--- src/rtl/ssd_page_scheduler_pkg.sv ---
// Shared page and state codes for the SSD page scheduler.
package ssd_page_scheduler_pkg;

    typedef enum logic [1:0] {
        PG_PTS   = 2'd0,
        PG_HPTS  = 2'd1,
        PG_TIME  = 2'd2,
        PG_ROUND = 2'd3
    } page_t;

    // 2'b11 is unused and recovers to ST_SHOW.
    typedef enum logic [1:0] {
        ST_SHOW   = 2'd0,
        ST_PAUSED = 2'd1,
        ST_ALERT  = 2'd2
    } state_t;

endpackage

--- src/rtl/ssd_tick_gen.sv ---
// Free-running divider: one-cycle tick every DIV clocks.
module ssd_tick_gen #(
    parameter int DIV = 4
) (
    input  logic clk,
    input  logic rst,
    output logic tick
);
    localparam int W = $clog2(DIV);

    logic [W-1:0] cnt;

    assign tick = (cnt == W'(DIV - 1));

    always_ff @(posedge clk or negedge rst) begin
        if (!rst)      cnt <= '0;
        else if (tick) cnt <= '0;
        else           cnt <= cnt + 1'b1;
    end
endmodule

--- src/rtl/ssd_page_scheduler.sv ---
// Chooses which game value the SSD shows: auto-rotate, manual advance,
// pause blinking and a timed new-high-score alert that pre-empts both.
module ssd_page_scheduler
    import ssd_page_scheduler_pkg::*;
#(
    parameter int TICK_DIV   = 100_000_000,
    parameter int BLINK_DIV  = 50_000_000,
    parameter int ROTATE_SEC = 3,
    parameter int ALERT_SEC  = 2
) (
    input  logic        clk,
    input  logic        rst,
    input  logic        pause,
    input  logic        adv,
    input  logic        auto_en,
    input  logic        new_high,
    input  logic [15:0] pts,
    input  logic [15:0] hpts,
    input  logic [15:0] times,
    input  logic [15:0] rounds,
    output logic [15:0] display_number,
    output logic [1:0]  page,
    output logic        blank,
    output logic        alert
);
    localparam int RW = (ROTATE_SEC > 1) ? $clog2(ROTATE_SEC) : 1;
    localparam int AW = (ALERT_SEC > 1) ? $clog2(ALERT_SEC) : 1;

    logic sec_tick, blink_tick;

    ssd_tick_gen #(.DIV(TICK_DIV))  u_sec   (.clk(clk), .rst(rst), .tick(sec_tick));
    ssd_tick_gen #(.DIV(BLINK_DIV)) u_blink (.clk(clk), .rst(rst), .tick(blink_tick));

    state_t        state, state_n;
    page_t         page_q, page_n, saved_q, saved_n;
    logic          blank_q, blank_n, alert_q, alert_n;
    logic [RW-1:0] rot_cnt, rot_n;
    logic [AW-1:0] alr_cnt, alr_n;

    always_ff @(posedge clk or negedge rst) begin
        if (!rst) begin
            state   <= ST_SHOW;
            page_q  <= PG_PTS;
            saved_q <= PG_PTS;
            blank_q <= 1'b0;
            alert_q <= 1'b0;
            rot_cnt <= '0;
            alr_cnt <= '0;
        end else begin
            state   <= state_n;
            page_q  <= page_n;
            saved_q <= saved_n;
            blank_q <= blank_n;
            alert_q <= alert_n;
            rot_cnt <= rot_n;
            alr_cnt <= alr_n;
        end
    end

    always_comb begin
        state_n = state;
        page_n  = page_q;
        saved_n = saved_q;
        blank_n = blank_q;
        alert_n = alert_q;
        rot_n   = rot_cnt;
        alr_n   = alr_cnt;
        case (state)
            ST_SHOW, ST_PAUSED: begin
                if (new_high) begin
                    saved_n = page_q;
                    page_n  = PG_HPTS;
                    alert_n = 1'b1;
                    alr_n   = '0;
                    blank_n = 1'b0;
                    state_n = ST_ALERT;
                end else if (state == ST_SHOW) begin
                    if (pause) begin
                        state_n = ST_PAUSED;
                    end else if (adv) begin
                        page_n = page_t'(page_q + 2'd1);
                        rot_n  = '0;
                    end else if (auto_en && sec_tick) begin
                        if (rot_cnt == RW'(ROTATE_SEC - 1)) begin
                            page_n = page_t'(page_q + 2'd1);
                            rot_n  = '0;
                        end else begin
                            rot_n = rot_cnt + 1'b1;
                        end
                    end
                end else if (!pause) begin
                    state_n = ST_SHOW;
                    blank_n = 1'b0;
                    rot_n   = '0;
                end else begin
                    if (adv)        page_n  = page_t'(page_q + 2'd1);
                    if (blink_tick) blank_n = ~blank_q;
                end
            end
            ST_ALERT: begin
                if (blink_tick) blank_n = ~blank_q;
                // A repeated new_high only restarts the hold; the saved page stays.
                if (new_high) begin
                    alr_n = '0;
                end else if (sec_tick) begin
                    if (alr_cnt == AW'(ALERT_SEC - 1)) begin
                        page_n  = saved_q;
                        alert_n = 1'b0;
                        blank_n = 1'b0;
                        rot_n   = '0;
                        state_n = pause ? ST_PAUSED : ST_SHOW;
                    end else begin
                        alr_n = alr_cnt + 1'b1;
                    end
                end
            end
            default: begin
                state_n = ST_SHOW;
                blank_n = 1'b0;
                alert_n = 1'b0;
            end
        endcase
    end

    always_ff @(posedge clk or negedge rst) begin
        if (!rst) begin
            display_number <= '0;
        end else begin
            case (page_q)
                PG_PTS:  display_number <= pts;
                PG_HPTS: display_number <= hpts;
                PG_TIME: display_number <= times;
                default: display_number <= rounds;
            endcase
        end
    end

    assign page  = page_q;
    assign blank = blank_q;
    assign alert = alert_q;
endmodule

--- config.mk ---
export PLATFORM = sky130hd
export DESIGN_NAME = ssd_page_scheduler
export DESIGN_NICKNAME = d
export VERILOG_FILES = /design/src/rtl/ssd_page_scheduler_pkg.sv /design/src/rtl/ssd_tick_gen.sv /design/src/rtl/ssd_page_scheduler.sv
export SDC_FILE = /design/constraint.sdc
export NUM_CORES = 1
export LEC_CHECK = 0
export ABC_CLOCK_PERIOD_IN_PS = 4100
export BUFFER_PORTS_ARGS = -buffer_cell sky130_fd_sc_hd__buf_2
export CAP_MARGIN = 40
export CORE_ASPECT_RATIO = 1.1
export CORE_MARGIN = 8
export CORE_UTILIZATION = 40
export DETAILED_ROUTE_END_ITERATION = 8
export GPL_TIMING_DRIVEN = 0
export PLACE_DENSITY = 0.73
export REMOVE_ABC_BUFFERS = 1
export SYNTH_ARGS = -nofsm -noshare
export SYNTH_HDL_FRONTEND = slang
export SYNTH_SLANG_ARGS = --single-unit
--- constraint.sdc ---
create_clock -name clk -period 4.1 [get_ports clk]
set_input_delay 0.205 -clock clk [delete_from_list [all_inputs] [get_ports clk]]
set_output_delay 0.205 -clock clk [all_outputs]
set_load 0.03 [all_outputs]
======== Word level (Yosys, flattened, before mapping) ========
Index checks and enable logic that the tools add are counted.
storage, ports and cells
  bits in writable memories ............... 0
  bits in latches ......................... 0
  logic and storage cells ................. 102
  memories kept ........................... 0
  register bits ........................... 80
  bits in read-only memories .............. 0
  output and inout port bits .............. 20
  input port bits ......................... 70
operators by class
  add/sub/neg operators ................... 5
  shifts and indexed selects .............. 0
  magnitude comparators ................... 0
  reductions and logical operators ........ 11
  multipliers ............................. 0
  divide/modulo/power cells ............... 0
  muxes and demuxes ....................... 52
  bitwise logic cells ..................... 1
  equality and inequality tests ........... 23
operator list
  kind                                                             count
  2-bit two-way mux                                                27
  16-bit case mux with 3 select lines                              1
  27-bit by 1-bit adder with 27-bit output, second input constant  1
  27-bit == test, second input constant                            1
  27-bit two-way mux                                               1
  26-bit by 1-bit adder with 26-bit output, second input constant  1
  26-bit == test, second input constant                            1
  26-bit two-way mux                                               1
  4-bit != test, second input constant                             6
  1-bit two-way mux                                                16
  2-bit != test, second input constant                             6
  2-bit case mux with 2 select lines                               3
  5-bit != test, second input constant                             2
  9-bit AND reduction                                              1
  7-bit AND reduction                                              1
  2-bit == test, second input constant                             3
  3-bit != test, second input constant                             2
  1-bit case mux with 2 select lines                               3
  5-bit AND reduction                                              1
  2-bit by 1-bit adder with 2-bit output, second input constant    2
  2-bit by 1-bit == test with 1-bit output, second input constant  2
  2-bit zero test                                                  2
  4-bit AND reduction                                              1
  3-bit AND reduction                                              1
  other kinds (6)                                                  6

======== Logic depth before layout (Yosys ltp) ========
  depth after elaboration ................. 8
  depth in mapped cells ................... 7
  mapped depth without buffers ............ 6

======== By module ========
A second synthesis with hierarchy kept.
second synthesis, totals
  cells, all modules ...................... 407
  area, all modules ....................... 4,179.0 sq um
modules (own cells, without submodules)
  module                  sequential area each (sq um)  area an instance (sq um)  instances  cells an instance
  ssd_page_scheduler      675.6                         1,452.6                   1          137
  ssd_tick_gen (u_sec)    675.6                         1,388.8                   1          136
  ssd_tick_gen (u_blink)  650.6                         1,337.5                   1          134

======== Worst setup path before layout ========
No wires, ideal clock.
  path kind ............................... register to register
  from .................................... register page_q[0] (netlist: page[0])
  to ...................................... register display_number[0]
  cell stages (with the launch flop) ...... 5
  clock period less this slack ............ 1.860 ns
  data arrival time ....................... 1.779 ns
  slack ................................... 2.240 ns
  required time ........................... 4.019 ns
  setup time .............................. 0.081 ns
  cell sequence ........................... dfrtp_1 -> ha_1 -> clkbuf_1 -> buf_1 -> mux2i_1
between the ends
  cells in the longest elaborated chain, start to end .. 2
  elaborated cells on any way between the ends .. 4
  classes of those cells .................. eq/ne: 2; mux: 1; reduce/logical: 1
ends and longest elaborated chain
  what                                         line                       RTL
  start: declaration                           ssd_page_scheduler.sv:35   page_t page_q, page_n, saved_q, saved_n;
  start signal: assignment                     ssd_page_scheduler.sv:51   page_q <= page_n;
  2-bit == test, or another cell as far along  ssd_page_scheduler.sv:129  case (page_q)
  16-bit case mux with 3 select lines *        ssd_page_scheduler.sv:129
  end signal: assignment                       ssd_page_scheduler.sv:130  PG_PTS: display_number <= pts;
  end signal: assignment                       ssd_page_scheduler.sv:131  PG_HPTS: display_number <= hpts;
  end signal: assignment                       ssd_page_scheduler.sv:132  PG_TIME: display_number <= times;
  end: declaration                             ssd_page_scheduler.sv:21   output logic [15:0] display_number,
Every way passes the cells marked *; elsewhere a longest branch is shown, timed or not.
A chain may end at the register's enable or synchronous reset.

======== Final worst setup path ========
  from .................................... register u_sec.cnt[0]
  to ...................................... register page_q[0] (netlist: page[0])
between the ends
  cells in the longest elaborated chain, start to end .. 4
  elaborated cells on any way between the ends .. 5
  classes of those cells .................. eq/ne: 3; reduce/logical: 2
ends and longest elaborated chain
  what                             line                      RTL
  start: declaration               ssd_tick_gen.sv:11        logic [W-1:0] cnt;
  start signal: assignment         ssd_tick_gen.sv:18        else cnt <= cnt + 1'b1;
  27-bit == test *                 ssd_tick_gen.sv:13        assign tick = (cnt == W'(DIV - 1));
  1-bit logical AND                ssd_page_scheduler.sv:83  end else if (auto_en && sec_tick) begin
  5-bit != test (no line)          n/a
  9-bit AND reduction (no line) *  n/a
Marked as above.

==> summary by stage <==
Outcome
The flow ran to the end, and the final reports show no timing, DRC or antenna violations.

Timing
At the pin with the least slew margin, the transition time is 0.664 ns. The number of hold violations in the final report is 0. The number of setup violations in the final report is 0. On the final layout, the worst clock skew is 0.0105 ns.

Timing would allow up to 403 MHz. Subtracting the final worst setup slack from the clock period gives 2.48 ns. Setup repair after global routing left no endpoint under its margin.

The post-route setup TNS is 0 ns. Measured against its own limit, the worst slew margin works out to 55.8%. The share of the clock period used by the worst path is 60.6%. The number of pins with negative max-slew slack in the final report is 0.

Yosys
After synthesis the cells add up to 0.00404 sq mm. Counting distinct cell types in the post-synthesis netlist gives 48. The average cell area after synthesis is 10.7 sq um. The largest total area in the synthesized netlist belongs to dfrtp_1. The proportion of netlist area held by the largest area contributor is 49.5%. The Yosys step of the flow raised 0 warnings.

After synthesis, the cell types taking the most area are dfrtp_1, xor2_1, mux2i_1, a222oi_1, nor2_1. The count of flip-flops with a built-in enable after synthesis is 0. Synthesis handed over a netlist of 378 instances. The synthesized design contains 80 register bits.

The async set or reset register ratio after synthesis is 100%. The predominant post-synthesis flop cell is dfrtp_1. The share of the Yosys chip area taken by registers is 49.5%.

Critical path
The setup slack of the most critical reg-to-reg path is 1.62 ns. The critical path launch point type is a flop. At the worst endpoint, the required time is 4.33 ns.

For the worst setup path, the data arrival time is 2.71 ns. In this run the worst path has a maximum fanout of 17. STA classifies the critical path endpoint as a flop. The classification of the worst setup path is flop to flop.

GRT
The initial antenna violation count was 0. The wire length of the first global-routing pass is 15300 um. The total global-route track usage is 13.8%. The via count of the first global-routing pass was 3232.

The largest net degree at the start of global routing is 46. Global routing finished with a remaining overflow of 0.

Worst hold path
The min-delay analysis places its worst path in the category primary input to flop.

Clock tree
The number of setup buffers added after CTS is 0. Buffers inserted to repair hold after CTS numbered 1. TritonCTS built the clock tree. The source-to-sink clock delay at the later pin of the worst-skew pair is 0.35 ns. The TritonCTS sink count is 80. The H-tree was split into 3 levels.

CTS placed an instance of clkbuf_8 at the clock tree root. Gates resized during post-CTS repair numbered 0. In this run, CTS created clock tree buffers numbering 9. After clock tree synthesis, the clock-pin slew on the worst setup and hold paths is 0.08 ns. The clock passes through at most 2 buffers.

Route
After detailed routing, the number of remaining DRC violations is 0. The first-iteration detailed-routing DRC count is 208. The overall via count from detail_route is 3202. The detailed-route wire length per cell is 15.2 um. The routed wire length is 9050 um. The iteration count of the initial detailed-routing pass is 6. Dividing the detail-routed via count by the number of cells gives 5.38. The final antenna-violating net count is 0.

Flow run
Max-cap violations in this run came to 0.

Floorplanning
The I/O pin total is 90. The chip height is 121 um. After floorplanning, the core was divided into 38 placement rows. The die covers 0.0136 sq mm. The total core area is 0.00984 sq mm. The effective utilization at floorplan is 41.1%. The die extent in x is 112 um.

Power
The analysis attributes to cell leakage a power of 0.00242 uW. The ratio of total power to cell area is 360 mW/mm^2. The worst IR drop on VDD is 0.292 mV.

Finish
Leaving out fill and tap cells, the most frequent cells in the layout are buf_2, dfrtp_1, nor2_1. The final cell area excluding filler cells is 0.00483 sq mm. The total inserted antenna cells is 0. Relative to the synthesized area, the layout overhead comes to 19.5%. The total number of nets in the final design is 546. The most common library cell in the layout ignoring fill and taps is buf_2. In the final layout, the share of cells above drive strength 1 is 26.3%.

Place
The congestion estimate from routability-driven global placement came to 0.774. Input and output buffers added on the ports amount to 89. The HPWL after detailed placement is 6780 um.

The cell area after placement is 0.00463 sq mm.
[cell usage after synthesis (all sizes together), types with 9 or more instances]
master and number:
nand4 15, nand2 26, xnor2 16, nor2 41
xor2 32, mux2i 19, o21ai 9, nand3 20
dfrtp 80, and3 14, a222oi 16, inv 23
[flip-flops by register name, summed over array words and instances, names as in the netlist]
register / count
state: 2
alert: 1
alr_cnt: 1
display_number: 16
rot_cnt: 2
u_sec.cnt: 27
page: 2
saved_q: 2
blank: 1
u_blink.cnt: 26
[kinds of logic after synthesis]
logic type	share of synthesized area [%]
fa+ha+maj	1.86
simple gates	21.1
flops	49.5
buf+inv	3.59
mux	5.08
compound gates	8.42
xor+xnor	10.4
[path summary, 6_finish.rpt]
| path | startpoint | endpoint | cells past startpoint |
|---|---|---|---|
| setup / recovery | u_sec.cnt[0] | page[0] | 6 |
| hold reg to reg | saved_q[1] | saved_q[1] | 2 |
| hold / removal | rounds[8] | display_number[8] | 3 |
| min in group asynchronous | rst | rot_cnt[1] | 2 |
| max in group asynchronous | rst | u_blink.cnt[10] | 3 |
| setup reg to reg | u_sec.cnt[0] | page[0] | 6 |
[final cells by class]
cell class / instances / area, sq um
flip-flops and latches: 80 / 2000
well taps: 120 / 150
clock buffers: 10 / 128
fillers: 862 / 5010
clock inverters: 6 / 60.1
repair buffers: 93 / 508
multi-input cells: 263 / 1890
inverters: 23 / 86.3
[power breakdown]
group | switching [uW] | total, uW | internal [uW]
Sequential | 17.4 | 854 | 837
Clock | 274 | 552 | 278
Combinational | 211 | 331 | 120
Total | 502 | 1740 | 1230
[metal layers]
layer,vias up,part of all wire [%],wire [um],global-route usage [%]
li1,1538,-,-,-
met1,1565,41,3700,14.9
met2,85,51,4620,24.3
met3,14,6.4,581,4.88
met4,0,1.7,151,5.73
met5,-,0,0,0
[critical path, stage by stage (launching register included)]
cell and delay [ns]:
dfrtp_1 0.42, ha_1 0.25, nand4_1 0.24, nor2_2 0.23
and3_1 0.62, o221a_4 0.32, mux2_4 0.30
[through the flow]
stage | cells | utilization [%] | setup slack, ns | total power [uW] | hold WS, ns
4_1_cts | 595 | 49.1 | 1.58 | 1760 | 0.0716
2_1_floorplan | 366 | - | 2.02 | 1070 | -0.0906
5_1_grt | 595 | 49.1 | 1.45 | 1830 | 0.0767
3_3_place_gp | 575 | 46.5 | 1.65 | 1190 | 0.445
3_5_place_dp | 578 | 47.1 | 1.59 | 1200 | 0.210
6_report | 595 | 49.1 | 1.62 | 1740 | 0.0892
(Power assumes the default switching activity.)
